File: config.mk
export PLATFORM = sky130hd
export DESIGN_NAME = sad_row_accumulator
export DESIGN_NICKNAME = d
export VERILOG_FILES = /design/src/rtl/fme_pkg.sv /design/src/rtl/sad_acc_lane.sv /design/src/rtl/sad_row_accumulator.sv
export SDC_FILE = /design/constraint.sdc
export NUM_CORES = 1
export LEC_CHECK = 0
export ABC_AREA = 1
export CORE_MARGIN = 2
export CORE_UTILIZATION = 35
export DETAILED_ROUTE_END_ITERATION = 8
export HOLD_SLACK_MARGIN = 0.03
export PLACE_DENSITY = 0.64
export SYNTH_ARGS = -nofsm -noshare
export SYNTH_HDL_FRONTEND = slang
export SYNTH_SLANG_ARGS = --single-unit
File: constraint.sdc
create_clock -name clock -period 3.9 [get_ports clock]
set_input_delay 0.585 -clock clock [delete_from_list [all_inputs] [get_ports clock]]
set_output_delay 0.585 -clock clock [all_outputs]
set_load 0.01 [all_outputs]
File: src/rtl/fme_pkg.sv
// Shared constants and saturating add for the FME row/block SAD datapath.
// Pure combinational helpers; no state, no handshake.
// Default widths correspond to DATAWIDTH=8 and BLOCK_W=8.
package fme_pkg;

    localparam int NUM_CAND  = 12;
    localparam int NUM_SIDE  = 6;
    localparam int DATAWIDTH = 8;
    localparam int BLOCK_W   = 8;
    localparam int ROW_W     = DATAWIDTH + $clog2(BLOCK_W);
    localparam int SAD_W     = DATAWIDTH + 9;

    // Adds with one bit of headroom, then clamps to 2^w-1 so the result never wraps.
    function automatic logic [31:0] sat_add(input logic [31:0] a, input logic [31:0] b, input int w);
        logic [32:0] s;
        logic [32:0] lim;
        s   = {1'b0, a} + {1'b0, b};
        lim = (33'd1 << w) - 33'd1;
        return (s > lim) ? lim[31:0] : s[31:0];
    endfunction

endpackage

File: src/rtl/sad_acc_lane.sv
// One block-SAD lane: saturating adder, running accumulator and held output register.
// Latency: output register updates on the clock edge of the commit strobe.
// Backpressure: none locally; the strobes are already qualified by the parent's handshake.
module sad_acc_lane #(
    parameter int SAD_W = 17,
    parameter int ROW_W = 11
) (
    input  logic             clock,
    input  logic             reset,
    input  logic             load,
    input  logic             add,
    input  logic             commit,
    input  logic [ROW_W-1:0] row_sad,
    output logic [SAD_W-1:0] sad
);

    logic [SAD_W-1:0] acc;
    logic [SAD_W-1:0] row_ext;
    logic [SAD_W-1:0] sum;

    always_comb begin
        row_ext = SAD_W'(row_sad);
        sum     = SAD_W'(fme_pkg::sat_add(32'(acc), 32'(row_sad), SAD_W));
    end

    always_ff @(posedge clock or negedge reset) begin
        if (!reset) begin
            acc <= '0;
            sad <= '0;
        end else begin
            if (load) begin
                acc <= row_ext;
            end else if (add) begin
                acc <= sum;
            end
            // A single-row block commits the raw row value, not acc+row.
            if (commit) begin
                sad <= load ? row_ext : sum;
            end
        end
    end

endmodule

File: src/rtl/sad_row_accumulator.sv
// Sums 12 per-row candidate SADs over ROWS beats into a held bank of 12 block SADs.
// Latency: out_valid rises 1 cycle after the last row is accepted; 1 block per ROWS cycles.
// Backpressure: only the last row stalls while a bank is unconsumed; FME_PVSO_EN enables lanes 6-11.
module sad_row_accumulator #(
    parameter  int DATAWIDTH = 8,
    parameter  int BLOCK_W   = 8,
    parameter  int ROWS      = 8,
    localparam int ROW_W     = DATAWIDTH + $clog2(BLOCK_W),
    localparam int SAD_W     = DATAWIDTH + 9
) (
    input  logic              clock,
    input  logic              reset,
    input  logic              clear,
    input  logic              in_valid,
    output logic              in_ready,
    input  logic [12*ROW_W-1:0] row_sad,
    output logic              out_valid,
    input  logic              out_ready,
    output logic [12*SAD_W-1:0] sad_bus,
    output logic [5:0]        row_cnt
);

    import fme_pkg::*;

`ifdef FME_PVSO_EN
    localparam int ACTIVE_LANES = NUM_CAND;
`else
    localparam int ACTIVE_LANES = NUM_SIDE;
`endif

    logic last_row;
    logic accept;
    logic lane_load;
    logic lane_add;
    logic lane_commit;

    always_comb begin
        last_row    = (row_cnt == 6'(ROWS - 1));
        in_ready    = !clear && (!last_row || !out_valid || out_ready);
        accept      = in_valid && in_ready;
        lane_load   = accept && (row_cnt == 6'd0);
        lane_add    = accept && (row_cnt != 6'd0);
        lane_commit = accept && last_row;
    end

    always_ff @(posedge clock or negedge reset) begin
        if (!reset) begin
            row_cnt <= '0;
        end else if (clear) begin
            row_cnt <= '0;
        end else if (accept) begin
            row_cnt <= last_row ? 6'd0 : row_cnt + 6'd1;
        end
    end

    // A commit in the take cycle keeps out_valid high so blocks stream without a bubble.
    always_ff @(posedge clock or negedge reset) begin
        if (!reset) begin
            out_valid <= 1'b0;
        end else if (lane_commit) begin
            out_valid <= 1'b1;
        end else if (out_ready) begin
            out_valid <= 1'b0;
        end
    end

    for (genvar k = 0; k < ACTIVE_LANES; k++) begin : g_lane
        sad_acc_lane #(
            .SAD_W (SAD_W),
            .ROW_W (ROW_W)
        ) u_lane (
            .clock   (clock),
            .reset   (reset),
            .load    (lane_load),
            .add     (lane_add),
            .commit  (lane_commit),
            .row_sad (row_sad[k*ROW_W +: ROW_W]),
            .sad     (sad_bus[k*SAD_W +: SAD_W])
        );
    end

`ifndef FME_PVSO_EN
    logic unused_right;
    assign unused_right = ^row_sad[NUM_CAND*ROW_W-1:NUM_SIDE*ROW_W];
    assign sad_bus[NUM_CAND*SAD_W-1:NUM_SIDE*SAD_W] = '0;
`endif

endmodule
==> metrics.yaml <==
rsz0062_at_grt: "false"
route.detailed.drc: 0
path_class: "reg2out"
fmax_mhz: 351
finClkSkew_ps: 9.95
synth_commonest_cells: "929 x nand2_1, 379 x nand3_1, 277 x inv_1, 211 x dfrtp_1, 125 x nor2_1"
num_rows: 78
cts-root-buf: "clkbuf_16"
grt-ovfl-total: 0
fillers: 4751
grt_usage_pct: 19.4
yosysMostFrequentCell: "nand2_1"
period_needed_ps: 2850
layout-drive-gt1-share_pct: 3.05
maxCapViolCount: 0
synth_top_area_cell: "dfrtp_1"
fp.dieW_um: 217
synth.top_cell.area_share_pct: 33.2
first_pass_iters: 5
start_util_pct: 35.2
tns_ps: 0
dieArea_sq_um: 47100
cp_max_fo: 5
synth_ff_type: "dfrtp_1"
worst_slew_margin_rel_pct: 42.4
core_area_sq_um: 45100
num_vias: 15200
synth_cell_types: 33
drt_iter0_markers: 944
cts_sinks: 211
postLayoutCoreUtil_pct: 41.7
yosys_register_bits: 211
cts_tree: "built"
ys_seq_area_share_pct: 33.2
yosys_warnings: 0
dp_hpwl_mm: 32.2
port_buffers: 180
min_path_type: "in2async"
p_leak_nw: 10.3
area_delta_synth_final_pct: 18.5
tightest_slew_ps: 864
fin_crit_sh_pct: 73.0
antenna_found_initial: 3
clk_pin_slew_worst_paths_ps: 60
async_flop_share_pct: 100
worstPathRequired_ps: 3310
netlist_instances: 2412
netlist_area_sq_um: 15900
clock_latency_ps: 560
viasPerCell: 4.77
final_nets: 2775
gp_congestion: 0.929
die_h_um: 217
ios: 349
maxSlewViolCount: 0
cp.arrival_ps: 2260
vdd_drop_max_mv: 0.294
grt_pass1_wl_mm: 75.6
cts_resized: 0
pwr_density_cell_nw_per_um2: 567
wl_per_cell_um: 14.3
synth_edf_count: 0
ant_nets: 0
cp-end-kind: "output pin"
final-hold-violation-count: 0
cts_htree_levels: 1
cts_setup_buffers: 0
place_inst: 3134
syn_area_per_cell_sq_um: 6.59
setup_violations: 0
synth_area_leaders: "dfrtp_1 33%, nand2_1 22%, nand3_1 12%"
final_cells: 3187
cts-buffers-inserted: 28
status: "complete, no violations"
routed_wl_mm: 45.6
critPathLaunchType: "flop"
clockBufferDepth: 3
cts_hold_buf: 0
grt_pass1_vias: 14900
grt_max_degree: 106
[final timing paths]
check / cells past startpoint / to / slack [ps] / startpoint
setup / recovery: 5 / in_ready / 1050 / row_cnt[0]
setup reg to reg: 9 / g_lane[0].u_lane.sad[3] / 1470 / row_cnt[0]
min in group clock: 2 / g_lane[3].u_lane.sad[6] / 480 / g_lane[3].u_lane.sad[6]
hold / removal: 1 / g_lane[5].u_lane.sad[9] / 60 / reset
max in group asynchronous: 2 / g_lane[4].u_lane.sad[7] / 2980 / reset
hold reg to reg: 2 / g_lane[3].u_lane.sad[6] / 480 / g_lane[3].u_lane.sad[6]
[routing by layer]
metal  vias up  part of all wire, %  global-route usage [%]
li1       7708                    -                       -
met2       373                   47                    33.3
met3        67                  6.5                    4.19
met5         -                0.059                       0
met1      7063                   44                    24.7
met4         4                  2.1                    5.09
[area by class of cell]
type                       count  area [sq um]  area share, %
sequential                   211          5280           28.1
tap                          600           751           3.99
inverter                     281          1060           5.63
clock buffer                  39           793           4.21
clock inverter                13           151          0.804
antenna                        1          2.50         0.0133
multi-input combinational   1848          8790           46.7
timing repair buffer         194          2000           10.6
[sequential cells by signal (all words and copies together), names as in the netlist]
signal / cells
g_lane.u_lane.acc: 102
g_lane.u_lane.sad: 102
row_cnt: 6
out_valid: 1
[cells by family (layout without fill, tap and decap cells)]
group | Yosys count | after routing | share of synthesized area, %
other | 1 | 103 | 0.0236
AO/OA/AOI/OAI | 56 | 56 | 2.11
AND/OR/NAND/NOR | 1593 | 1593 | 43.3
adder cells (fa/ha/maj) | 74 | 74 | 6.11
buffers and inverters | 454 | 527 | 14.0
flip-flops | 211 | 211 | 33.2
XOR/XNOR | 23 | 23 | 1.27
[cells in the final DEF, fill, tap and decap left out, drive strengths merged]
cell,Yosys,layout
nand2,938,938
nand3,382,382
inv,281,281
dfrtp,211,211
clkdlybuf4s50,0,179
nor2,126,126
conb,1,102
ha,68,68
or2,60,60
nand4,53,53
clkbuf,5,39
a21oi,29,29
and2,19,19
xor2,17,17
buf,168,15
a21o,11,11
o21ai,9,9
nor3,8,8
clkinv,0,7
a21boi,6,6
xnor2,6,6
nand3b,6,6
fa,6,6
clkinvlp,0,3
bufinv,0,3
diode,0,1
nor4,1,1
o22ai,1,1
[power breakdown]
part           internal (mW)  switching [mW]  total (mW)
sequential              2.63           0.366        3.00
combinational           1.85            3.19        5.04
clock                   1.61            1.03        2.64
total                   6.09            4.58        10.7
[through the flow]
stage / total power [mW] / hold slack (ps) / instance area [sq um] / setup slack, ps
global route: 11.7 / 92.4 / 18800 / 932
global placement: 7.95 / 462 / 17900 / 933
floorplan: 6.84 / 289 / 16300 / 1870
detailed placement: 8.03 / 464 / 17900 / 946
CTS: 10.8 / 92.3 / 18800 / 1020
finish: 10.7 / 59.2 / 18800 / 1050
[critical path, cell delays in order (launching register included)]
cell and delay [ps]:
dfrtp_1 420, ha_1 240, nand2_2 120, nor2_4 80, a21oi_4 160, clkdlybuf4s50_1 680
Note: power is estimated with default switching activity, not from simulation.
